[src/rtl/i2c_slave.sv]
// Byte-level I2C target: START/STOP detection, 7-bit address match, byte RX/TX
// through host-side read/write registers, with SCL stretching when a register is not serviced.
module i2c_slave #(
  parameter int SYNC_STAGES = 2
) (
  input  logic       clk,
  input  logic       rst,
  input  logic       slave_en,
  input  logic [6:0] own_addr,
  input  logic       rd_clr,
  input  logic       wr_rdy,
  input  logic [7:0] byte_wr_i,
  output logic [7:0] byte_rd_o,
  output logic       rd_reg_full,
  output logic       wr_reg_empty,
  output logic       trans_start,
  output logic       addr_match,
  output logic       trans_dir,
  output logic       get_nack,
  output logic       trans_stop,
  output logic       bus_err,
  output logic       byte_wait,
  input  logic       scl_i,
  input  logic       sda_i,
  output logic       scl_o,
  output logic       sda_o
);

  typedef enum logic [2:0] {
    IDLE, ADDR, ADDR_ACK, RX, RX_ACK, TX, TX_ACK, WAIT_STOP
  } state_t;

  state_t                 state_q, state_d;
  logic [SYNC_STAGES-1:0] scl_sync_q, sda_sync_q;
  logic                   scl_h_q, sda_h_q;
  logic                   scl_s, sda_s, scl_rise, scl_fall, start_det, stop_det;
  logic [2:0]             bitcnt_q, bitcnt_d;
  logic                   seen_q, seen_d, ack_q, ack_d, hold_q, hold_d, sda_q, sda_d;
  logic                   match_q, match_d, dir_q, dir_d;
  logic                   rd_full_q, rd_full_d, wr_empty_q, wr_empty_d;
  logic                   start_q, start_d, stop_q, stop_d, berr_q, berr_d, nack_q, nack_d;
  logic [7:0]             rd_q, rd_d, wr_q, wr_d, shift_q, shift_d, wr_data;
  logic                   wr_avail, rx_free, do_load, commit;

  always_ff @(posedge clk) begin
    if (rst) begin
      scl_sync_q <= '1;
      sda_sync_q <= '1;
      scl_h_q    <= 1'b1;
      sda_h_q    <= 1'b1;
    end else begin
      scl_sync_q <= {scl_sync_q[SYNC_STAGES-2:0], scl_i};
      sda_sync_q <= {sda_sync_q[SYNC_STAGES-2:0], sda_i};
      scl_h_q    <= scl_sync_q[SYNC_STAGES-1];
      sda_h_q    <= sda_sync_q[SYNC_STAGES-1];
    end
  end

  assign scl_s     = scl_sync_q[SYNC_STAGES-1];
  assign sda_s     = sda_sync_q[SYNC_STAGES-1];
  assign scl_rise  = scl_s & ~scl_h_q;
  assign scl_fall  = ~scl_s & scl_h_q;
  assign start_det = scl_s & scl_h_q & sda_h_q & ~sda_s;
  assign stop_det  = scl_s & scl_h_q & ~sda_h_q & sda_s;

  always_ff @(posedge clk) begin
    if (rst) begin
      state_q    <= IDLE;
      bitcnt_q   <= '0;
      seen_q     <= 1'b0;
      ack_q      <= 1'b0;
      hold_q     <= 1'b0;
      sda_q      <= 1'b1;
      match_q    <= 1'b0;
      dir_q      <= 1'b0;
      rd_full_q  <= 1'b0;
      wr_empty_q <= 1'b1;
      start_q    <= 1'b0;
      stop_q     <= 1'b0;
      berr_q     <= 1'b0;
      nack_q     <= 1'b0;
      rd_q       <= '0;
    end else begin
      state_q    <= state_d;
      bitcnt_q   <= bitcnt_d;
      seen_q     <= seen_d;
      ack_q      <= ack_d;
      hold_q     <= hold_d;
      sda_q      <= sda_d;
      match_q    <= match_d;
      dir_q      <= dir_d;
      rd_full_q  <= rd_full_d;
      wr_empty_q <= wr_empty_d;
      start_q    <= start_d;
      stop_q     <= stop_d;
      berr_q     <= berr_d;
      nack_q     <= nack_d;
      rd_q       <= rd_d;
    end
  end

  always_ff @(posedge clk) begin
    shift_q <= shift_d;
    wr_q    <= wr_d;
  end

  // Bits are sampled on SCL rise but counted on the following fall, so the
  // rise preceding a STOP or repeated START never looks like a partial byte.
  always_comb begin
    state_d    = state_q;
    bitcnt_d   = bitcnt_q;
    seen_d     = seen_q;
    ack_d      = ack_q;
    hold_d     = hold_q;
    sda_d      = sda_q;
    match_d    = match_q;
    dir_d      = dir_q;
    rd_full_d  = rd_full_q;
    wr_empty_d = wr_empty_q;
    rd_d       = rd_q;
    wr_d       = wr_q;
    shift_d    = shift_q;
    start_d    = 1'b0;
    stop_d     = 1'b0;
    berr_d     = 1'b0;
    nack_d     = 1'b0;
    do_load    = 1'b0;
    commit     = 1'b0;
    wr_avail   = !wr_empty_q || wr_rdy;
    wr_data    = wr_empty_q ? byte_wr_i : wr_q;
    rx_free    = !rd_full_q || rd_clr;
    if (rd_clr) rd_full_d = 1'b0;
    if (wr_rdy && wr_empty_q) begin
      wr_d       = byte_wr_i;
      wr_empty_d = 1'b0;
    end
    if (!slave_en) begin
      state_d  = IDLE;
      hold_d   = 1'b0;
      sda_d    = 1'b1;
      match_d  = 1'b0;
      bitcnt_d = '0;
    end else if (stop_det) begin
      state_d  = IDLE;
      stop_d   = match_q;
      berr_d   = match_q && (bitcnt_q != 3'd0);
      match_d  = 1'b0;
      hold_d   = 1'b0;
      sda_d    = 1'b1;
      bitcnt_d = '0;
    end else if (start_det) begin
      state_d  = ADDR;
      start_d  = 1'b1;
      berr_d   = match_q && (bitcnt_q != 3'd0);
      match_d  = 1'b0;
      hold_d   = 1'b0;
      sda_d    = 1'b1;
      seen_d   = 1'b0;
      bitcnt_d = '0;
    end else begin
      if (scl_rise) seen_d = 1'b1;
      else if (scl_fall) seen_d = 1'b0;
      case (state_q)
        ADDR: begin
          if (scl_rise) shift_d = {shift_q[6:0], sda_s};
          if (scl_fall && seen_q) begin
            bitcnt_d = bitcnt_q + 3'd1;
            if (bitcnt_q == 3'd7) begin
              if (shift_q[7:1] == own_addr) begin
                match_d = 1'b1;
                dir_d   = shift_q[0];
                sda_d   = 1'b0;
                state_d = ADDR_ACK;
              end else begin
                state_d = WAIT_STOP;
              end
            end
          end
        end
        ADDR_ACK: begin
          if (scl_fall) begin
            if (dir_q) begin
              state_d = TX;
              do_load = 1'b1;
            end else begin
              sda_d   = 1'b1;
              state_d = RX;
            end
          end
        end
        RX: begin
          if (scl_rise) shift_d = {shift_q[6:0], sda_s};
          if (hold_q) begin
            commit = rx_free;
          end else if (scl_fall && seen_q) begin
            bitcnt_d = bitcnt_q + 3'd1;
            if (bitcnt_q == 3'd7) begin
              if (rx_free) commit = 1'b1;
              else hold_d = 1'b1;
            end
          end
        end
        RX_ACK: begin
          if (scl_fall) begin
            sda_d   = 1'b1;
            state_d = RX;
          end
        end
        TX: begin
          if (hold_q) begin
            do_load = 1'b1;
          end else if (scl_fall) begin
            bitcnt_d = bitcnt_q + 3'd1;
            if (bitcnt_q == 3'd7) begin
              sda_d   = 1'b1;
              ack_d   = 1'b0;
              state_d = TX_ACK;
            end else begin
              sda_d   = shift_q[7];
              shift_d = {shift_q[6:0], 1'b0};
            end
          end
        end
        TX_ACK: begin
          if (scl_rise) begin
            if (sda_s) begin
              nack_d  = 1'b1;
              state_d = WAIT_STOP;
            end else begin
              ack_d = 1'b1;
            end
          end else if (scl_fall && ack_q) begin
            ack_d   = 1'b0;
            state_d = TX;
            do_load = 1'b1;
          end
        end
        default: ;
      endcase
      if (commit) begin
        rd_d      = shift_q;
        rd_full_d = 1'b1;
        sda_d     = 1'b0;
        hold_d    = 1'b0;
        state_d   = RX_ACK;
      end
      // A wr_rdy arriving during the stretch is consumed straight from byte_wr_i.
      if (do_load) begin
        if (wr_avail) begin
          shift_d    = {wr_data[6:0], 1'b0};
          sda_d      = wr_data[7];
          wr_empty_d = 1'b1;
          hold_d     = 1'b0;
          bitcnt_d   = '0;
        end else begin
          hold_d = 1'b1;
          sda_d  = 1'b1;
        end
      end
    end
  end

  assign scl_o        = ~hold_q;
  assign sda_o        = sda_q;
  assign byte_wait    = hold_q;
  assign byte_rd_o    = rd_q;
  assign rd_reg_full  = rd_full_q;
  assign wr_reg_empty = wr_empty_q;
  assign trans_start  = start_q;
  assign addr_match   = match_q;
  assign trans_dir    = dir_q;
  assign get_nack     = nack_q;
  assign trans_stop   = stop_q;
  assign bus_err      = berr_q;

endmodule

[config.mk]
export PLATFORM = sky130hd
export DESIGN_NAME = i2c_slave
export DESIGN_NICKNAME = d
export VERILOG_FILES = /design/src/rtl/i2c_slave.sv
export SDC_FILE = /design/constraint.sdc
export NUM_CORES = 1
export LEC_CHECK = 0
export CORE_UTILIZATION = 50
export DETAILED_ROUTE_END_ITERATION = 10
export GPL_ROUTABILITY_DRIVEN = 0
export PLACE_DENSITY_LB_ADDON = 0.08
export SYNTH_ARGS = -nofsm -noshare
export SYNTH_HDL_FRONTEND = slang
export SYNTH_SLANG_ARGS = --single-unit
[constraint.sdc]
create_clock -name clk -period 2.16 [get_ports clk]
set_input_delay 0.648 -clock clk [delete_from_list [all_inputs] [get_ports clk]]
set_output_delay 0.648 -clock clk [all_outputs]
set_load 0.02 [all_outputs]
Word level (Yosys, flattened, before mapping)
Cells that the tools add are included.

Bitwise gates (word level): 17. Eq/ne operators: 44. $add $sub $neg: 1. Reduce and logical (&&, ||, !) cells: 33. Multiplexer cells: 93.

Operator list (number): 4-bit inequality test, second input constant (17); 1-bit 2-to-1 mux (61); 3-bit 2-to-1 mux (19); 8-bit 2-to-1 mux (7); 3-bit inequality test, second input constant (10); 10-bit AND reduction (3); 9-bit AND reduction (2); 8-bit one-hot mux with 2 select lines (1); 3-bit one-hot mux with 5 select lines (1); 2-bit inequality test, second input constant (7); 3-bit equality test, second input constant (4); 6-bit nonzero test (2); 5-bit inequality test, second input constant (2); 1-bit inverter (10); 3-bit one-hot mux with 3 select lines (1); 3-bit nonzero test (3); 4-bit AND reduction (2); 1-bit bitwise AND (7); 7-bit equality test (1); 7-bit AND reduction (1); 7-bit nonzero test (1); 3-bit by 2-bit equality test with 1-bit output, second input constant (2); 3-bit AND reduction (2); 3-bit OR reduction (2); other kinds (14) (20).

Register bits: 48. Word-level logic and storage cells: 211.

Longest topological paths before layout
Depth after elaboration: 14. Depth in mapped cells: 9. Mapped depth without buffers: 8.

Least setup slack after synthesis
No wires, ideal clock.

Kind: input port to flip-flop. Start: input port own_addr[2]. End: register sda_q (netlist: sda_o). Slack: 172 ps. Arrival: 1866 ps. Cell stages on the path: 6. Library setup time: 122 ps. Path through: xnor2_1 > nand4_1 > or2_1 > a311oi_2 > o211ai_1 > a311o_1.

Longest elaborated chain between the ends: 3.

RTL lines: from (decl) (RTL line 9) `input logic [6:0] own_addr,`; 7-bit equality test (RTL line 169) `if (shift_q[7:1] == own_addr) begin`; 4-bit inequality test (no line); 9-bit AND reduction (no line); to (signal assigned) (RTL line 73) `sda_q <= 1'b1;`; to (signal assigned) (RTL line 89) `sda_q <= sda_d;`; to (decl) (RTL line 38) `logic seen_q, seen_d, ack_q, ack_d, hold_q, hold_d, sda_q, sda_d;`.

Every way passes these cells. A chain may end at the register's enable or synchronous reset.

Worst setup path after layout
Start: register dir_q (netlist: trans_dir). End: output port trans_dir.

RTL lines: from (decl) (RTL line 39) `logic match_q, match_d, dir_q, dir_d;`; from (signal assigned) (RTL line 91) `dir_q <= dir_d;`; to (decl) (RTL line 18) `output logic trans_dir,`.

No word-level cell between the ends.

==> results.json <==
{
  "synth_area_leader_cell": "sky130_fd_sc_hd__dfxtp_1",
  "timing_max_transition_violations_final": 0,
  "cts-root-buf": "sky130_fd_sc_hd__clkbuf_8",
  "crit_buf_inv": 1,
  "final.setup.tns_ns": 0,
  "critical_path.max_stage_delay_ns": 0.64,
  "rr_worst_depth": 8,
  "drtPass1Iterations": 4,
  "post-synth-top-count-cell": "sky130_fd_sc_hd__dfxtp_1",
  "yosys_warnings": 0,
  "multi_input_comb_area_sq_um": 1260,
  "nNetsFinal": 342,
  "hp-class": "reg -> reg",
  "port_buffers": 40,
  "placement.setup.worst_slack_ns": -0.357,
  "timing.final.ws_setup_ns": 0.122,
  "final_hold_slack_ns": 0.420,
  "minimum_clock_period_after_layout_ns": 2.04,
  "routed-via-count": 2047,
  "post_synth.cell_area_avg_sq_um": 9.63,
  "status": "finished, final reports clean",
  "hold_path_depth": 1,
  "grt_max_degree": 20,
  "power-per-cell-area_nw_per_um2": 517,
  "worst_path_max_delay_cell": "sky130_fd_sc_hd__clkdlybuf4s50_1",
  "final.setup_skew_ns": 0.00993,
  "number_of_synthesized_flops_with_an_enable_pin": 16,
  "setup_viol": 0,
  "timing.critical_path.fanout_max": 5,
  "drtAntennaViolNets": 0,
  "routed_via_density": 5.58,
  "cap_viol_max_count": 0,
  "seqCellArea_sq_um": 1120,
  "numCtsBuffers": 5,
  "initial_utilization": 0.539,
  "floorplan.io_pins": 41,
  "initial_antenna_violation_count": 0,
  "synth_area_sq_um": 2430,
  "worst_case_clock_buffer_depth": 2,
  "rsz0062_at_grt": "no",
  "category_of_the_worst_setup_path_launch_point": "register",
  "worst_reg2reg_path_endpoint": "sda_o",
  "critPathCaptureType": "output port",
  "detailedRoute.firstIterationViolations": 144,
  "clock_latency_ns": 0.30,
  "wire_length_of_the_first_global_routing_pass_um": 9270,
  "ys_async_sr_fraction": 0,
  "final_cell_area_sq_um": 3170,
  "antenna_cells_inserted": 0,
  "rows": 24,
  "reg2reg_setup_slack_ns": 0.13,
  "ctsHoldBuffers": 0,
  "drt-total-wl_um": 5580,
  "max_freq_mhz": 491,
  "dp_cells": 358,
  "finalHoldViolations": 0,
  "clock_sinks": 48,
  "cts_tree": "yes",
  "layout.core_utilization": 0.705,
  "irDropWorstVdd_mv": 0.408,
  "yosys_register_bits": 48,
  "area_added_between_synthesis_and_finish_pct": 30.8,
  "crit_type": "reg -> out",
  "ys_seq_area_frac": 0.462,
  "final-instance-count-excl-fill": 367,
  "timing.hold.worst_endpoint": "sda_sync_q[1]",
  "design.core.area_sq_um": 4500,
  "synthTopCellsByArea": "sky130_fd_sc_hd__dfxtp_1, sky130_fd_sc_hd__edfxtp_1, sky130_fd_sc_hd__mux2i_1",
  "worst_ep_required_ns": 1.51,
  "max_slew.worst_pin.slew_ns": 0.428,
  "grt_remaining_overflow": 0,
  "place_hpwl_um": 4320,
  "die_area_sq_um": 5130,
  "yosys-top-cells-count": "sky130_fd_sc_hd__dfxtp_1, sky130_fd_sc_hd__nor2_1, sky130_fd_sc_hd__mux2i_1",
  "r2r-start": "bitcnt_q[1]",
  "clk_pin_slew_ns": 0.09,
  "yosys_most_used_dff": "sky130_fd_sc_hd__dfxtp_1",
  "drc_errors": 0,
  "crit_path_cell_trace": "clkdlybuf4s50_1",
  "yosysUniqueCellTypes": 47,
  "synth_largest_type_area_fraction": 0.264,
  "floorplan.die.width_um": 71.7,
  "layout_cells_sized_above_1": 0.175,
  "via_count_of_the_first_global_routing_pass": 1958,
  "routed_wire_length_per_instance_um": 15.2,
  "critPathLaunch": "trans_dir",
  "post-route-period-util": 0.944,
  "n_fill_cell": 361,
  "critPathTopFamily": "buffers and inverters",
  "die_height_um": 71.7,
  "crit_arrival_ns": 1.39,
  "cell_count_after_synthesis": 252,
  "slew-limit-headroom": 0.714,
  "mappedNetlistNets": 280,
  "dpl-instance-area_sq_um": 3030,
  "grtUsageTotal": 0.236,
  "post-layout-total-power_mw": 1.64,
  "h_tree_level_count": 2,
  "leak_pwr_nw": 1.25,
  "min_from": "sda_sync_q[0]"
}
-- routing by layer --
metal	global-route usage	share of wire
met4	0.0915	0.0063
met2	0.365	0.46
met5	0	0
met1	0.335	0.50
met3	0.0323	0.037
-- where the power goes --
part / internal, mW / total (mW) / switching [mW] / leakage [nW]
sequential: 0.953 / 0.966 / 0.0130 / 0.399
combinational: 0.0826 / 0.158 / 0.0754 / 0.809
clock: 0.226 / 0.518 / 0.291 / 0.0412
total: 1.26 / 1.64 / 0.380 / 1.25
-- kinds of logic (layout without fill, tap and decap cells) --
| logic type | after synthesis | count (layout) | share of synthesized area |
|---|---|---|---|
| compound gates | 53 | 53 | 0.143 |
| xor+xnor | 9 | 9 | 0.0325 |
| mux | 22 | 22 | 0.0908 |
| simple gates | 93 | 93 | 0.206 |
| flops | 48 | 48 | 0.462 |
| fa+ha+maj | 6 | 6 | 0.0309 |
| buf+inv | 21 | 84 | 0.0346 |
-- area by class of cell --
| cell class | count | area share |
|---|---|---|
| Multi-Input combinational cell | 183 | 0.396 |
| Clock inverter | 2 | 0.00394 |
| Tap cell | 52 | 0.0205 |
| Clock buffer | 6 | 0.0229 |
| Sequential cell | 48 | 0.354 |
| Timing Repair Buffer | 64 | 0.188 |
| Inverter | 12 | 0.0142 |
-- sequential cells by signal (all words and copies together) (netlist names), 2 cells and up --
register,count
shift_q,8
scl_sync_q,2
bitcnt_q,3
state_q,3
sda_sync_q,2
wr_q,8
byte_rd_o,8
-- layout by cell type, fill, tap and decap left out, drive strengths merged, types with 2 or more instances in the layout --
cell type	count
clkdlybuf4s50	33
dfxtp	32
nor2	26
buf	24
mux2i	22
a21oi	16
edfxtp	16
nor2b	15
nand2	15
o21ai	11
inv	11
o22ai	9
or2	9
nor3	9
xnor2	8
dlymetal6s2s	7
clkbuf	6
ha	6
nand3	5
nand3b	4
o211ai	2
a21boi	2
nand2b	2
nor4	2
and3	2
clkinv	2
-- repair_timing --
action                                  in CTS  in global routing
gates cloned                                 0                  0
resized for setup                            2                 14
pin swaps                                    1                  8
buffers inserted                             0                  1
endpoints found under the setup margin       2                 11
-- how the worst max path moves through the flow --
stage                      endpoint  cells after the start
after global routing          sda_o                      8
final                     trans_dir                      1
after floorplan               sda_o                      6
after detailed placement      sda_o                      7
after global placement        sda_o                      7
after CTS                 trans_dir                      8
Power figures use the tool's default switching activity.
